===== config.mk =====
export PLATFORM = sky130hd
export DESIGN_NAME = regfile_sb
export DESIGN_NICKNAME = d
export VERILOG_FILES = /design/src/rtl/regfile_sb.sv
export SDC_FILE = /design/constraint.sdc
export NUM_CORES = 2
export LEC_CHECK = 0
export CORE_ASPECT_RATIO = 1.25
export CORE_MARGIN = 3
export CORE_UTILIZATION = 30
export CTS_CLUSTER_DIAMETER = 30
export DETAILED_ROUTE_END_ITERATION = 8
export PLACE_DENSITY_LB_ADDON = 0.08
export SETUP_SLACK_MARGIN = 0.15
export SLEW_MARGIN = 0
export SYNTH_ARGS = -nofsm -noshare
export SYNTH_HDL_FRONTEND = slang
export SYNTH_SLANG_ARGS = --single-unit
export TNS_END_PERCENT = 1

===== constraint.sdc =====
create_clock -name clk -period 41.6 [get_ports clk]
set_input_delay 8.32 -clock clk [delete_from_list [all_inputs] [get_ports clk]]
set_output_delay 8.32 -clock clk [all_outputs]
set_load 0.05 [all_outputs]

===== src/rtl/regfile_sb.sv =====
// Two-write, two-read register file with per-register pending (busy) bits and a registered debug port.
// Define REGFILE_BYPASS_EN to forward same-cycle write data and busy clears to the read ports.
module regfile_sb #(
  parameter  int XLEN     = 32,
  parameter  int NREGS    = 32,
  parameter  int ZERO_REG = 1,
  localparam int AW       = $clog2(NREGS)
) (
  input  logic            clk,
  input  logic            rst,
  input  logic            we0,
  input  logic            we1,
  input  logic [AW-1:0]   wa0,
  input  logic [AW-1:0]   wa1,
  input  logic [XLEN-1:0] wd0,
  input  logic [XLEN-1:0] wd1,
  input  logic [AW-1:0]   ra0,
  input  logic [AW-1:0]   ra1,
  output logic [XLEN-1:0] rd0,
  output logic [XLEN-1:0] rd1,
  input  logic            sb_set,
  input  logic [AW-1:0]   sb_addr,
  output logic            busy0,
  output logic            busy1,
  input  logic [AW-1:0]   dbg_addr,
  output logic [XLEN-1:0] dbg_data
);

  localparam logic [31:0] NREGS_U = 32'(NREGS);

  logic [XLEN-1:0] regs_q [NREGS];
  logic [XLEN-1:0] regs_d [NREGS];
  logic [NREGS-1:0] busy_q, busy_d;
  logic [XLEN-1:0] dbg_q, dbg_d;

  logic wen0, wen1, setOk;
  logic [XLEN-1:0] rdStored0, rdStored1;
  logic busyStored0, busyStored1;

  // An address is live when it exists and is not the hardwired zero register.
  function automatic logic addrOk(input logic [AW-1:0] a);
    return ({{(32-AW){1'b0}}, a} < NREGS_U) && !((ZERO_REG != 0) && (a == '0));
  endfunction

  assign wen0  = we0 && addrOk(wa0) && !rst;
  assign wen1  = we1 && addrOk(wa1) && !rst;
  assign setOk = sb_set && addrOk(sb_addr) && !rst;

  // Port 1 is applied last so it wins a same-address conflict; a set beats any clear.
  always_comb begin
    regs_d = regs_q;
    busy_d = busy_q;
    if (wen0) begin
      regs_d[wa0] = wd0;
      busy_d[wa0] = 1'b0;
    end
    if (wen1) begin
      regs_d[wa1] = wd1;
      busy_d[wa1] = 1'b0;
    end
    if (setOk) busy_d[sb_addr] = 1'b1;
  end

  assign rdStored0   = addrOk(ra0) ? regs_q[ra0] : '0;
  assign rdStored1   = addrOk(ra1) ? regs_q[ra1] : '0;
  assign busyStored0 = addrOk(ra0) && busy_q[ra0];
  assign busyStored1 = addrOk(ra1) && busy_q[ra1];
  assign dbg_d       = addrOk(dbg_addr) ? regs_q[dbg_addr] : '0;

  always_comb begin
    rd0   = rdStored0;
    rd1   = rdStored1;
    busy0 = busyStored0;
    busy1 = busyStored1;
`ifdef REGFILE_BYPASS_EN
    if (wen1 && (wa1 == ra0)) begin
      rd0   = wd1;
      busy0 = setOk && (sb_addr == ra0);
    end else if (wen0 && (wa0 == ra0)) begin
      rd0   = wd0;
      busy0 = setOk && (sb_addr == ra0);
    end
    if (wen1 && (wa1 == ra1)) begin
      rd1   = wd1;
      busy1 = setOk && (sb_addr == ra1);
    end else if (wen0 && (wa0 == ra1)) begin
      rd1   = wd0;
      busy1 = setOk && (sb_addr == ra1);
    end
`endif
  end

  always_ff @(posedge clk or posedge rst) begin
    if (rst) begin
      for (int i = 0; i < NREGS; i++) regs_q[i] <= '0;
      busy_q <= '0;
      dbg_q  <= '0;
    end else begin
      regs_q <= regs_d;
      busy_q <= busy_d;
      dbg_q  <= dbg_d;
    end
  end

  assign dbg_data = dbg_q;

endmodule


Yosys cells after proc, flatten, opt, wreduce, memory -nomap -nowiden
Index checks and enable logic that the tools add are counted.
- reduce and logical (&&, ||, !) cells: 25
- order comparisons: 15
- multiplexer cells: 33
- bitwise logic cells: 10
- operators with widths (operator ; number):
    $bwmux 1024 ; 2
    $mux 1024 ; 2
    $bmux 32 s5 ; 3
    $mux 32 ; 14
    $demux 32 s5 ; 2
    $and 32x32->32 ; 2
    $not 32->32 ; 2
    $or 32x32->32 ; 1
    $ge 6x6->1 const B ; 5
    $logic_not 5->1 ; 6
    $lt 5x6->1 const B ; 5
    $not 5->6 ; 5
    $demux 1 s5 ; 3
    $ge 5x1->1 const B ; 3
    $logic_and 1x1->1 ; 13
    $lt 6x1->1 const B ; 2
    $bmux 1 s5 ; 2
    $logic_not 1->1 ; 6
    $mux 1 ; 5
- word-level logic and storage cells: 117
- input bits: 99
- output and inout port bits: 98
- bits in registers: 1088

Depth between registers and ports, before layout
- depth after elaboration: 11
- gate-level depth with buffers: 10
- gate-level depth less buffers: 4

Worst setup path before layout
No wires, ideal clock.
- path kind: input to output
- start point: input port ra0[1]
- end point: output port rd0[25]
- path slack: 22.225 ns
- stages: 10
- required time: 33.280 ns
- buffers on the path: 6
- arrival time: 11.055 ns
- cells stage by stage: buf_2 -> buf_6 -> buf_6 -> buf_8 -> buf_8 -> buf_4 -> mux2i_1 -> a22oi_1 -> a21oi_1 -> nor4_1
- word-level cells in the longest chain between the ends: 5
- elaborated cells on any way between the ends: 6
- those cells by class: mux (4); bitwise (1); reduce/logical (1)
- RTL lines (element ; RTL line ; source):
    start: declaration ; 17 ; input logic [AW-1:0] ra0,
    $not 5->6 (not written as such) ; 64 ; assign rdStored0 = addrOk(ra0) ? regs_q[ra0] : '0;
    $bmux 32 s5 ; 64 ;
    $mux 32 (not written as such) (2 in a row) ; 64 ;
    $mux 32 * ; 64 ;
    end: declaration ; 19 ; output logic [XLEN-1:0] rd0,
Every way passes the cells marked *; elsewhere a longest branch is shown, timed or not. The select of a mux whose other input is x is not followed.

Final worst setup path
- start point: input port ra1[2]
- end point: output port rd1[14]
- word-level cells in the longest chain between the ends: 5
- elaborated cells on any way between the ends: 6
- those cells by class: mux (4); bitwise (1); reduce/logical (1)
- RTL lines (element ; RTL line ; source):
    start: declaration ; 18 ; input logic [AW-1:0] ra1,
    $not 5->6 (not written as such) ; 65 ; assign rdStored1 = addrOk(ra1) ? regs_q[ra1] : '0;
    $bmux 32 s5 ; 65 ;
    $mux 32 (not written as such) (2 in a row) ; 65 ;
    $mux 32 * ; 65 ;
    end: declaration ; 20 ; output logic [XLEN-1:0] rd1,
Marks and branches as above.

==> results.sh <==
export IMPL_cp_slowest_cell="nor4_1"
export IMPL_grt_pass1_vias=62900
export IMPL_status="finished clean"
export IMPL_drt_wl_total_um=411000
export IMPL_p_leak_nw=39.0
export IMPL_crit_path_frequent_cell="buf_4"
export IMPL_startpoint="ra1[2]"
export IMPL_crit_arrival_ns=13.27
export IMPL_synth_cell_type_count=56
export IMPL_irDropWorstVdd_uv=30.4
export IMPL_syn_to_final_growth_pct=22.5
export IMPL_syn_inst=6938
export IMPL_grt_overflow_total=0
export IMPL_syn_nets=7037
export IMPL_final_max_slew_violation_count=0
export IMPL_rr_startpoint="regs_q[27]"
export IMPL_layout_min_cycle_time_ns=21.59
export IMPL_ys_flop_type="dfrtp_1"
export IMPL_grt_pass1_wl_um=557000
export IMPL_cp_end_kind="output port"
export IMPL_start_util_pct=30.3
export IMPL_num_rows=203
export IMPL_hold_viol_final=0
export IMPL_critPathMaxStageDelay_ns=1.06
export IMPL_start_kind="input port"
export IMPL_synth_edf_count=0
export IMPL_fin_crit_sh_pct=51.9
export IMPL_seq_power_share_pct=29.7
export IMPL_cts_max_level=5
export IMPL_yosysTopAreaCell="dfrtp_1"
export IMPL_layout_drive_gt1_share_pct=22.7
export IMPL_syn_avg_cell_area_um2=10.7
export IMPL_clockPowerShare_pct=49.2
export IMPL_placedCellCount=9813
export IMPL_die_h_um=563
export IMPL_slew_headroom_pct=5.55
export IMPL_cts_setup_buffers=0
export IMPL_final_nets=6973
export IMPL_cts_sinks=1088
export IMPL_vias=63300
export IMPL_core_area_um2=246000
export IMPL_io_buffers=196
export IMPL_yosysWarnings=0
export IMPL_clkTransAtPathRegs_ns=0.04
export IMPL_ys_seq_area_share_pct=36.6
export IMPL_fillers=23900
export IMPL_numCtsBuffers=339
export IMPL_dr_pass1_iters=8
export IMPL_hold_buffers=0
export IMPL_rsz0062_at_grt="no"
export IMPL_wl_per_cell_um=39.4
export IMPL_ios=197
export IMPL_netlist_area_leader_share_pct=36.6
export IMPL_clock_fmax_mhz=46.3
export IMPL_worstSkewPairLatency_ns=0.87
export IMPL_grt_max_degree=156
export IMPL_tightest_slew_ns=1.41
export IMPL_finalSetupTns_ns=0
export IMPL_ys_ff_latch=1088
export IMPL_swShare_pct=30.4
export IMPL_async_flop_share_pct=100
export IMPL_cp_required_ns=33.28
export IMPL_layoutNonFillerInstCount=10400
export IMPL_clk_path_buf_depth=4
export IMPL_path_cells="buf_8 -> buf_4 -> buf_4 -> mux4_2 -> mux2_2 -> o32ai_1 -> nor4_1 -> buf_4 -> clkdlybuf4s50_1"
export IMPL_p_per_area_nw_per_um2=59.5
export IMPL_power_share_combinational_pct=21.1
export IMPL_viasPerCell=6.07
export IMPL_antenna_left=0
export IMPL_hp_class="flip-flop to flip-flop"
export IMPL_grt_antenna_before_repair=41
export IMPL_die_area_um2=254000
export IMPL_worstHoldStart="busy_q[0]"
export IMPL_clock_root_buffer="clkbuf_16"
export IMPL_setup_viol=0
export IMPL_drc_errors=0
export IMPL_drtIter0Drc=7293
export IMPL_synth_top_cells_by_area="dfrtp_1 37%, mux2i_1 19%, mux4_2 18%, a21oi_1 5.0%, nor2_1 3.6%"
export IMPL_fin_worst_skew_ns=0.0449
export IMPL_die_w_um=451
export IMPL_grt_total_usage_pct=31.5
export IMPL_cts_tree="yes"
export IMPL_synth_cell_area_um2=74300
export IMPL_drv_cap=0
export IMPL_cts_resized=0
export IMPL_place_congestion=0.870
export IMPL_crit_path_max_fanout=51
export IMPL_hpwl_um=247000
export IMPL_crit_type="input port to output port"
export IMPL_p_int_mw=3.77
export IMPL_power_switching_mw=1.64
-- power groups by stage --
stage | clock network [mW] | registers, mW | logic, mW
3_5_place_dp | 0 | 1.61 | 1.13
3_3_place_gp | 0 | 1.60 | 1.12
4_1_cts | 2.69 | 1.60 | 1.13
2_1_floorplan | 0 | 1.52 | 0.816
5_1_grt | 2.75 | 1.64 | 1.22
6_report | 2.67 | 1.61 | 1.14
-- registers in the layout, summed over array words and instances (netlist names) --
signal / cells
regs_q: 1024
busy_q: 32
dbg_data: 32
-- worst max-delay path: cells and delay by family --
kind,cells,cell delay (ns)
muxes,2,0.53
buffers and inverters,5,3.06
AOI/OAI and AO/OA,1,0.08
and+or+nand+nor,1,1.06
-- metal layers --
metal	vias to the layer above	wire length (um)	GRT usage [%]
met4	8	28000	19.1
li1	26000	-	-
met2	3419	193000	50.7
met5	-	44	0
met1	32900	160000	39.1
met3	1025	30100	6.32
-- layout by cell type, fill, tap and decap left out, types with 86 or more instances in the layout --
cell / instances
dfrtp_1: 1088
nand2_1: 342
a22oi_1: 152
clkbuf_16: 348
mux2i_1: 1421
mux4_2: 606
o21ai_0: 304
nor2_1: 687
clkdlybuf4s50_1: 178
o22ai_1: 86
buf_4: 262
a21oi_1: 742
-- Yosys cell counts, drive strengths merged (3+ instances only) --
cell type,count
nor4b,3
nor2b,84
nor2,708
and3b,3
o21ai,327
o32ai,24
or3b,4
mux4,606
nand3b,6
mux2i,1421
o22ai,86
a2111oi,60
and2,28
nand3,10
a211oi,42
a32o,14
nand2,361
nor3b,6
o221ai,4
a22oi,152
nand2b,7
a221oi,3
a22o,62
or3,8
a21oi,742
or4,6
a31oi,11
inv,5
nor4,35
mux2,61
nand4,3
clkbuf,587
buf,279
nor3,72
dfrtp,1088
and3,3
-- kinds of logic after synthesis --
group | synth area share, %
AOI/OAI and AO/OA | 12.0
buffers and inverters | 5.09
DFF | 36.6
muxes | 38.4
and+or+nand+nor | 7.85
-- stage by stage --
stage | util, % | area (um2) | worst slack, ns | hold slack [ns] | power [mW]
2_1_floorplan | - | 74300 | 2.31 | 0.449 | 2.33
3_3_place_gp | 32.3 | 79300 | 20.11 | 0.401 | 2.72
3_5_place_dp | 32.3 | 79300 | 20.04 | 0.390 | 2.74
4_1_cts | 37.1 | 91000 | 20.03 | 0.400 | 5.42
5_1_grt | 37.1 | 91100 | 19.96 | 0.413 | 5.60
6_report | 37.1 | 91100 | 20.01 | 0.401 | 5.42
-- worst paths after layout --
kind,end,slack [ns],cells after the start
worst max-delay path,rd1[14],20.01,9
worst min-delay path,busy_q[0],0.40,0
worst max register to register,dbg_data[27],38.96,4
worst min register to register,busy_q[0],0.40,0
max in group asynchronous,regs_q[958],30.21,6
min in group asynchronous,regs_q[868],8.19,3
-- cell type report --
class | count | area [um2] | share of cell area [%]
inverter | 7 | 33.8 | 0.0371
clock inverter | 143 | 1850 | 2.03
sequential | 1088 | 27200 | 29.9
antenna | 19 | 47.5 | 0.0522
timing repair buffer | 461 | 4010 | 4.41
multi-input combinational | 4977 | 43900 | 48.2
tap | 3280 | 4100 | 4.51
clock buffer | 463 | 9880 | 10.8
Note: power is estimated with default switching activity, not from simulation.
